==> src/rtl/rtsnoc_local_port_arbiter.sv <==
// Shares one RTSNoC router local port between NUM_REQ requesters.
// TX: round-robin arbiter feeding a registered one-flit holding stage.
// RX: router flits steered by a header select field into one-entry slots.
module rtsnoc_local_port_arbiter #(
  parameter int unsigned NUM_REQ        = 2,
  parameter int unsigned SOC_SIZE_X     = 1,
  parameter int unsigned SOC_SIZE_Y     = 1,
  parameter int unsigned NOC_DATA_WIDTH = 16,
  parameter int unsigned DEMUX_LSB      = 0,
  localparam int unsigned NOC_BUS_SIZE  = NOC_DATA_WIDTH + 2*SOC_SIZE_X + 2*SOC_SIZE_Y + 6
) (
  input  logic                            clk_i,
  input  logic                            rst_n_i,
  input  logic [NUM_REQ-1:0]              req_wr_i,
  input  logic [NUM_REQ*NOC_BUS_SIZE-1:0] req_din_i,
  output logic [NUM_REQ-1:0]              req_ack_o,
  output logic [NUM_REQ-1:0]              req_nd_o,
  output logic [NUM_REQ*NOC_BUS_SIZE-1:0] req_dout_o,
  input  logic [NUM_REQ-1:0]              req_rd_i,
  output logic [NOC_BUS_SIZE-1:0]         noc_din_o,
  output logic                            noc_wr_o,
  input  logic                            noc_wait_i,
  input  logic [NOC_BUS_SIZE-1:0]         noc_dout_i,
  input  logic                            noc_nd_i,
  output logic                            noc_rd_o,
  output logic [7:0]                      drop_cnt_o
);

  localparam int unsigned SELW = (NUM_REQ > 1) ? $clog2(NUM_REQ) : 1;

  typedef enum logic [0:0] {StEmpty, StFull} tx_state_e;

  tx_state_e                                tx_state_q;
  logic [NOC_BUS_SIZE-1:0]                  tx_flit_q;
  logic [NUM_REQ-1:0]                       req_ack_q, ack_d;
  logic [SELW-1:0]                          last_q, grant_idx;
  logic                                     grant_valid;
  logic                                     tx_free;
  int unsigned                              cand;

  logic [SELW-1:0]                          sel;
  logic                                     sel_ok;
  logic                                     slot_busy;
  logic [NUM_REQ-1:0]                       slot_nd_q, slot_nd_d;
  logic [NUM_REQ-1:0][NOC_BUS_SIZE-1:0]     slot_data_q, slot_data_d;
  logic [7:0]                               drop_cnt_q, drop_cnt_d;

  // ---------------------------------------------------------------- TX path
  // The holding stage can accept a new flit if empty or drained this cycle.
  assign tx_free = (tx_state_q == StEmpty) | ~noc_wait_i;

  // Round-robin search starting just after the last granted requester.
  always_comb begin
    grant_valid = 1'b0;
    grant_idx   = last_q;
    cand        = 0;
    for (int unsigned k = 1; k <= NUM_REQ; k++) begin
      cand = (32'(last_q) + k) % NUM_REQ;
      if (!grant_valid && req_wr_i[cand]) begin
        grant_valid = 1'b1;
        grant_idx   = SELW'(cand);
      end
    end
  end

  // One-cycle ack to the requester whose flit enters the holding stage.
  always_comb begin
    ack_d = '0;
    if (tx_free && grant_valid) ack_d[grant_idx] = 1'b1;
  end

  // Holding-stage FSM, ack pulse and round-robin pointer.
  always_ff @(posedge clk_i or negedge rst_n_i) begin
    if (!rst_n_i) begin
      tx_state_q <= StEmpty;
      tx_flit_q  <= '0;
      req_ack_q  <= '0;
      last_q     <= SELW'(NUM_REQ - 1);
    end else begin
      req_ack_q <= ack_d;
      if (tx_free) begin
        if (grant_valid) begin
          tx_state_q <= StFull;
          tx_flit_q  <= req_din_i[32'(grant_idx)*NOC_BUS_SIZE +: NOC_BUS_SIZE];
          last_q     <= grant_idx;
        end else begin
          tx_state_q <= StEmpty;
        end
      end
    end
  end

  assign noc_wr_o  = (tx_state_q == StFull);
  assign noc_din_o = tx_flit_q;
  assign req_ack_o = req_ack_q;

  // ---------------------------------------------------------------- RX path
  assign sel    = noc_dout_i[DEMUX_LSB +: SELW];
  assign sel_ok = 32'(sel) < NUM_REQ;

  // Target slot is occupied and not being emptied this cycle: stall the head.
  always_comb begin
    slot_busy = 1'b0;
    for (int unsigned i = 0; i < NUM_REQ; i++) begin
      if (32'(sel) == i && slot_nd_q[i] && !req_rd_i[i]) slot_busy = 1'b1;
    end
  end

  // Gated by reset so the router is never popped while the slots are held clear.
  assign noc_rd_o = rst_n_i & noc_nd_i & ~slot_busy;

  // Slot pop/refill and saturating drop counter next state.
  always_comb begin
    slot_nd_d   = slot_nd_q & ~req_rd_i;
    slot_data_d = slot_data_q;
    for (int unsigned i = 0; i < NUM_REQ; i++) begin
      if (noc_rd_o && 32'(sel) == i) begin
        slot_nd_d[i]   = 1'b1;
        slot_data_d[i] = noc_dout_i;
      end
    end
    drop_cnt_d = drop_cnt_q;
    if (noc_rd_o && !sel_ok && drop_cnt_q != 8'hff) drop_cnt_d = drop_cnt_q + 8'd1;
  end

  // RX slot and drop counter state.
  always_ff @(posedge clk_i or negedge rst_n_i) begin
    if (!rst_n_i) begin
      slot_nd_q   <= '0;
      slot_data_q <= '0;
      drop_cnt_q  <= '0;
    end else begin
      slot_nd_q   <= slot_nd_d;
      slot_data_q <= slot_data_d;
      drop_cnt_q  <= drop_cnt_d;
    end
  end

  assign req_nd_o   = slot_nd_q;
  assign req_dout_o = slot_data_q;
  assign drop_cnt_o = drop_cnt_q;

endmodule
==> config.mk <==
export PLATFORM = sky130hd
export DESIGN_NAME = rtsnoc_local_port_arbiter
export DESIGN_NICKNAME = d
export VERILOG_FILES = /design/src/rtl/rtsnoc_local_port_arbiter.sv
export SDC_FILE = /design/constraint.sdc
export NUM_CORES = 1
export LEC_CHECK = 0
export ABC_CLOCK_PERIOD_IN_PS = 1920
export CORE_AREA = 4 4 104 106
export DETAILED_ROUTE_END_ITERATION = 7
export DIE_AREA = 0 0 108 110
export HOLD_SLACK_MARGIN = 0.05
export PLACE_DENSITY = 0.72
export SYNTH_ARGS = -nofsm -noshare
export SYNTH_HDL_FRONTEND = slang
export SYNTH_SLANG_ARGS = --single-unit
==> constraint.sdc <==
create_clock -name clk_i -period 1.92 [get_ports clk_i]
set_input_delay 0.288 -clock clk_i [delete_from_list [all_inputs] [get_ports clk_i]]
set_output_delay 0.288 -clock clk_i [all_outputs]
set_load 0.01 [all_outputs]
# ---- Word-level counts from Yosys, hierarchy flattened
# Cells that the tools add are included.
# Widths: inputs -> output; s select.
dict set report classes {
  add_sub_neg 2
  multipliers 1
  n_div 0
  order_cmp 4
  n_eq_ne 0
  n_shift 1
  muxes 16
  bitwise 9
  n_reduce_logical 13
}
# op n
set op_table {}
lappend op_table {{$shiftx 52x7->26} 1}
lappend op_table {{$mux 1} 14}
lappend op_table {{$logic_and 1x1->1} 9}
lappend op_table {{$lt 1x2->1 const B} 3}
lappend op_table {{$mul 1x4->5 const B} 1}
lappend op_table {{$not 1->1} 4}
lappend op_table {{$logic_not 1->1} 3}
lappend op_table {{$add 1x1->1 const B} 2}
lappend op_table {{$and 1x1->1} 2}
lappend op_table {{$and 2x2->2} 1}
lappend op_table {{$mux 2} 1}
lappend op_table {{$not 2->2} 1}
lappend op_table {{$reduce_and 2->1} 1}
lappend op_table {{$demux 1 s1} 1}
lappend op_table {{$ge 1x1->1 const B} 1}
lappend op_table {{$or 1x1->1} 1}
dict set report totals {
  regBits 84
  latchBits 0
  mem_bits_rw 0
  romBits 0
  output_inout_bits 92
  n_memories 0
}

# ---- Longest topological paths before layout
dict set report logic_depth {
  ltp_word 12
  depth_mapped 5
}

# ---- Least setup slack after synthesis
# No wires, ideal clock.
dict set report synth_timing {
  path_type {reg2reg}
  startpoint {register slot_nd_q[0], in the netlist req_nd_o[0]}
  endpoint {register slot_data_q (netlist bit req_dout_o[10])}
  setup_ns 0.125
  arrival_time_ns 1.376
  required_time_ns 1.795
  path_slack_ns 0.419
  stages_incl_launch_ff 5
  path_buffers 1
  period_less_slack_ns 1.501
  cell_sequence {dfrtp_1 > nand2b_1 > nor3b_4 > buf_6 > mux2_2}
}
dict set report synth_via {
  elab_chain_len 7
}
# element line
set synth_lines {}
lappend synth_lines {{start, declared} 44} ;# logic [NUM_REQ-1:0] slot_nd_q, slot_nd_d;
lappend synth_lines {{start signal, assigned} 133} ;# slot_nd_q <= slot_nd_d;
lappend synth_lines {{$logic_and 1x1->1 (2 in a row)} 105} ;# if (32'(sel) == i && slot_nd_q[i] && !req_rd_i[i]) slot_busy = 1'b1;
lappend synth_lines {{$mux 1 (2 in a row)} 105}
lappend synth_lines {{$not 1->1} 110} ;# assign noc_rd_o = rst_n_i & noc_nd_i & ~slot_busy;
lappend synth_lines {{$and 1x1->1} 110}
lappend synth_lines {{$logic_and 1x1->1} 117} ;# if (noc_rd_o && 32'(sel) == i) begin
lappend synth_lines {{end signal, assigned} 134} ;# slot_data_q <= slot_data_d;
lappend synth_lines {{end, declared} 45} ;# logic [NUM_REQ-1:0][NOC_BUS_SIZE-1:0] slot_data_q, slot_data_d;
# Every way passes these cells.
# A chain may end at the register's enable or synchronous reset.

# ---- Worst setup path in the final report
dict set report layout_timing {
  startpoint {input rst_n_i}
  endpoint {output noc_rd_o}
}
dict set report layout_via {
  elab_chain_len 2
}
# element line
set layout_lines {}
lappend layout_lines {{start, declared} 13} ;# input logic rst_n_i,
lappend layout_lines {{$and 1x1->1 (2 in a row)} 110}
lappend layout_lines {{end, declared} 25} ;# output logic noc_rd_o,
# Every way passes these cells.

==> flow_summary.json <==
{
  "status": "complete, no violations",
  "ant_nets": 0,
  "hold_class": "flop to flop",
  "initialDrtViolationCount": 89,
  "path_max_fanout": 3,
  "path_cells": "dlygate4sd3_1, buf_4, nand2_1, a211oi_1, dlygate4sd2_1",
  "vdd_drop_max_v": 0.000355,
  "p_clk_frac": 0.240,
  "final_max_slew_viol_count": 0,
  "timing.final.crit_period_ns": 1.72,
  "htreeDepth": 3,
  "final_common_cell": "clkdlybuf4s50_1",
  "crit_buf_inv": 3,
  "synth_simple_gate_area_frac": 0.0757,
  "nFillCells": 828,
  "synth.area.mux_share": 0.165,
  "stdcell_count": 547,
  "synth_compound_area_frac": 0.0932,
  "rr_startpoint": "req_nd_o[0]$_DFF_PN0_",
  "die_area_sq_um": 11900,
  "dr.pass1.iters": 4,
  "dp_hpwl_mm": 6.78,
  "seqPwrFrac": 0.450,
  "yosysWarnings": 0,
  "p_switching_w": 0.00133,
  "startpoint": "rst_n_i",
  "slew_headroom": 0.609,
  "ys_seq_area_frac": 0.615,
  "path_delay_family": "buffers and inverters",
  "area_delta_synth_final_pct": 60.3,
  "clock-sinks": 84,
  "setup_viol": 0,
  "grt_antenna_before_repair": 0,
  "clockBufferDepth": 2,
  "diodes": 0,
  "ys_ff_latch": 84,
  "row_count": 36,
  "path_class": "input port to output pin",
  "gp_congestion": 0.757,
  "slowest_stage": "dlygate4sd3_1",
  "skew_ns": 0.00862,
  "avgSynthCellArea_sq_um": 15.0,
  "synthAdderAreaFrac": 0,
  "period_share": 0.894,
  "synth_top_family_by_area": "multiplexers",
  "worstPathArrival_ns": 1.43,
  "worst-slew-pin-transition_ns": 0.586,
  "dp.cells": 530,
  "clk_latency_ns": 0.34,
  "synth_area_leaders": "dfrtp_1 61%, mux2_2 15%, a221o_1 7.6%, and2_1 4.8%, buf_4 2.2%",
  "p_total_w": 0.00502,
  "initial_core_util": 0.350,
  "fp.dieW_um": 108,
  "grt_use_total": 0.152,
  "internal-power_w": 0.00369,
  "ys_types": 27,
  "wl_mm": 8.99,
  "layout.nets": 495,
  "grt_pass1_vias": 2788,
  "rsz0062_at_grt": "no",
  "syn_inst": 228,
  "maxCapViolations": 0,
  "clockRootBuffer": "clkbuf_8",
  "clk_pin_slew_ns": 0.08,
  "synth_top_cell_by_area": "dfrtp_1",
  "max_freq_ghz": 0.583,
  "p_leak_nw": 2.28,
  "numCtsBuffers": 9,
  "avgRoutedWirePerCell_um": 16.4,
  "drive_above_1_share": 0.188,
  "cp-start-kind": "input port",
  "io_pins": 178,
  "vias": 2580,
  "tritoncts": "yes",
  "min_from": "req_dout_o[30]$_DFFE_PN0P_",
  "drc": 0,
  "p_sw_frac": 0.265,
  "grt_max_degree": 48,
  "via_per_inst": 4.72,
  "combPwrFrac": 0.310,
  "fp.coreArea_sq_um": 9770,
  "max_stage_delay_ns": 0.52,
  "powerDensity_nw_per_um2": 916,
  "synth_top_area_frac": 0.607,
  "synth_xor_area_frac": 0,
  "fin_setup_tns_ns": 0,
  "grt_first_pass_wirelength_mm": 14.0,
  "die_h_um": 110,
  "worstPathRequired_ns": 1.63,
  "syn-cell-area_sq_um": 3420,
  "grt-ovfl-total": 0,
  "final_hold_viol_count": 0,
  "port_buffers": 169,
  "final_cell_mix": "167 x clkdlybuf4s50_1, 83 x dfrtp_1, 46 x mux2_2",
  "end_kind": "output pin"
}
[routing by layer]
metal / GRT usage / vias up / wire, um
li1: - / 1170 / -
met1: 0.184 / 1267 / 3690
met2: 0.248 / 136 / 4220
met3: 0.0606 / 7 / 994
met4: 0.0541 / 0 / 90
met5: 0 / - / 0
[cells by family after synthesis]
logic type             after synthesis
flip-flops                          84
multiplexers                        50
AND/OR/NAND/NOR                     41
AO/OA/AOI/OAI                       31
buffers and inverters               21
other                                1
[state kept, by name, indices dropped and copies added, names as in the netlist]
| signal | cells |
|---|---|
| req_dout_o | 52 |
| noc_din_o | 26 |
| req_ack_o | 2 |
| req_nd_o | 2 |
| last_q | 1 |
| noc_wr_o | 1 |
[repair_timing]
item / CTS / global route
endpoints found under the setup margin: 1 / 0
hold endpoints to repair: 37 / 0
hold buffers: 1 / 0
resized for setup: 1 / 0
buffers inserted: 0 / 0
[path summary, 6_finish.rpt]
| path | slack (ns) | end | cells past startpoint |
|---|---|---|---|
| max | 0.20 | noc_rd_o | 5 |
| min | 0.49 | req_dout_o[30]$_DFFE_PN0P_ | 1 |
| max reg2reg | 0.42 | req_dout_o[21]$_DFFE_PN0P_ | 5 |
| max in group asynchronous | 0.40 | req_dout_o[39]$_DFFE_PN0P_ | 4 |
| min reg2reg | 0.49 | req_dout_o[30]$_DFFE_PN0P_ | 1 |
| min in group asynchronous | 0.54 | req_dout_o[31]$_DFFE_PN0P_ | 3 |
[through the flow]
| step | cell area, sq um | hold slack (ns) | setup slack, ns | util |
|---|---|---|---|---|
| after detailed placement | 5290 | 0.389 | -0.0489 | 0.541 |
| after floorplan | 3450 | -0.00759 | 0.419 | - |
| after CTS | 5480 | 0.490 | 0.187 | 0.561 |
| after global routing | 5480 | 0.520 | 0.108 | 0.561 |
| final | 5480 | 0.491 | 0.204 | 0.561 |
| after global placement | 5290 | 0.376 | -0.0647 | 0.541 |
[power by group through the flow]
stage | Combinational (W) | Sequential [W] | Clock, W
floorplan | 0.000426 | 0.00243 | 0
global placement | 0.00155 | 0.00228 | 0
detailed placement | 0.00158 | 0.00229 | 0
CTS | 0.00158 | 0.00227 | 0.00125
global route | 0.00166 | 0.00230 | 0.00133
finish | 0.00156 | 0.00226 | 0.00121
[final cells by class]
type | count | area (sq um) | share of cell area
repair buffers | 182 | 1850 | 0.337
multi-input cells | 130 | 1170 | 0.214
flip-flops and latches | 84 | 2100 | 0.384
clock buffers | 12 | 135 | 0.0246
well taps | 133 | 166 | 0.0303
inverters | 2 | 7.51 | 0.00137
clock inverters | 4 | 50.0 | 0.00913
[Yosys cell counts (all sizes together)]
library cell / instances
dfrtp: 83
mux2: 50
a221o: 26
and2: 26
buf: 15
clkbuf: 4
nand2: 4
nor2: 3
inv: 2
nor2b: 2
a211oi: 1
a21oi: 1
a221oi: 1
and3: 1
conb: 1
dfstp: 1
nand2b: 1
nand3: 1
nor3b: 1
o21ai: 1
o2bb2ai: 1
or2: 1
or2b: 1
Power figures use the tool's default switching activity.
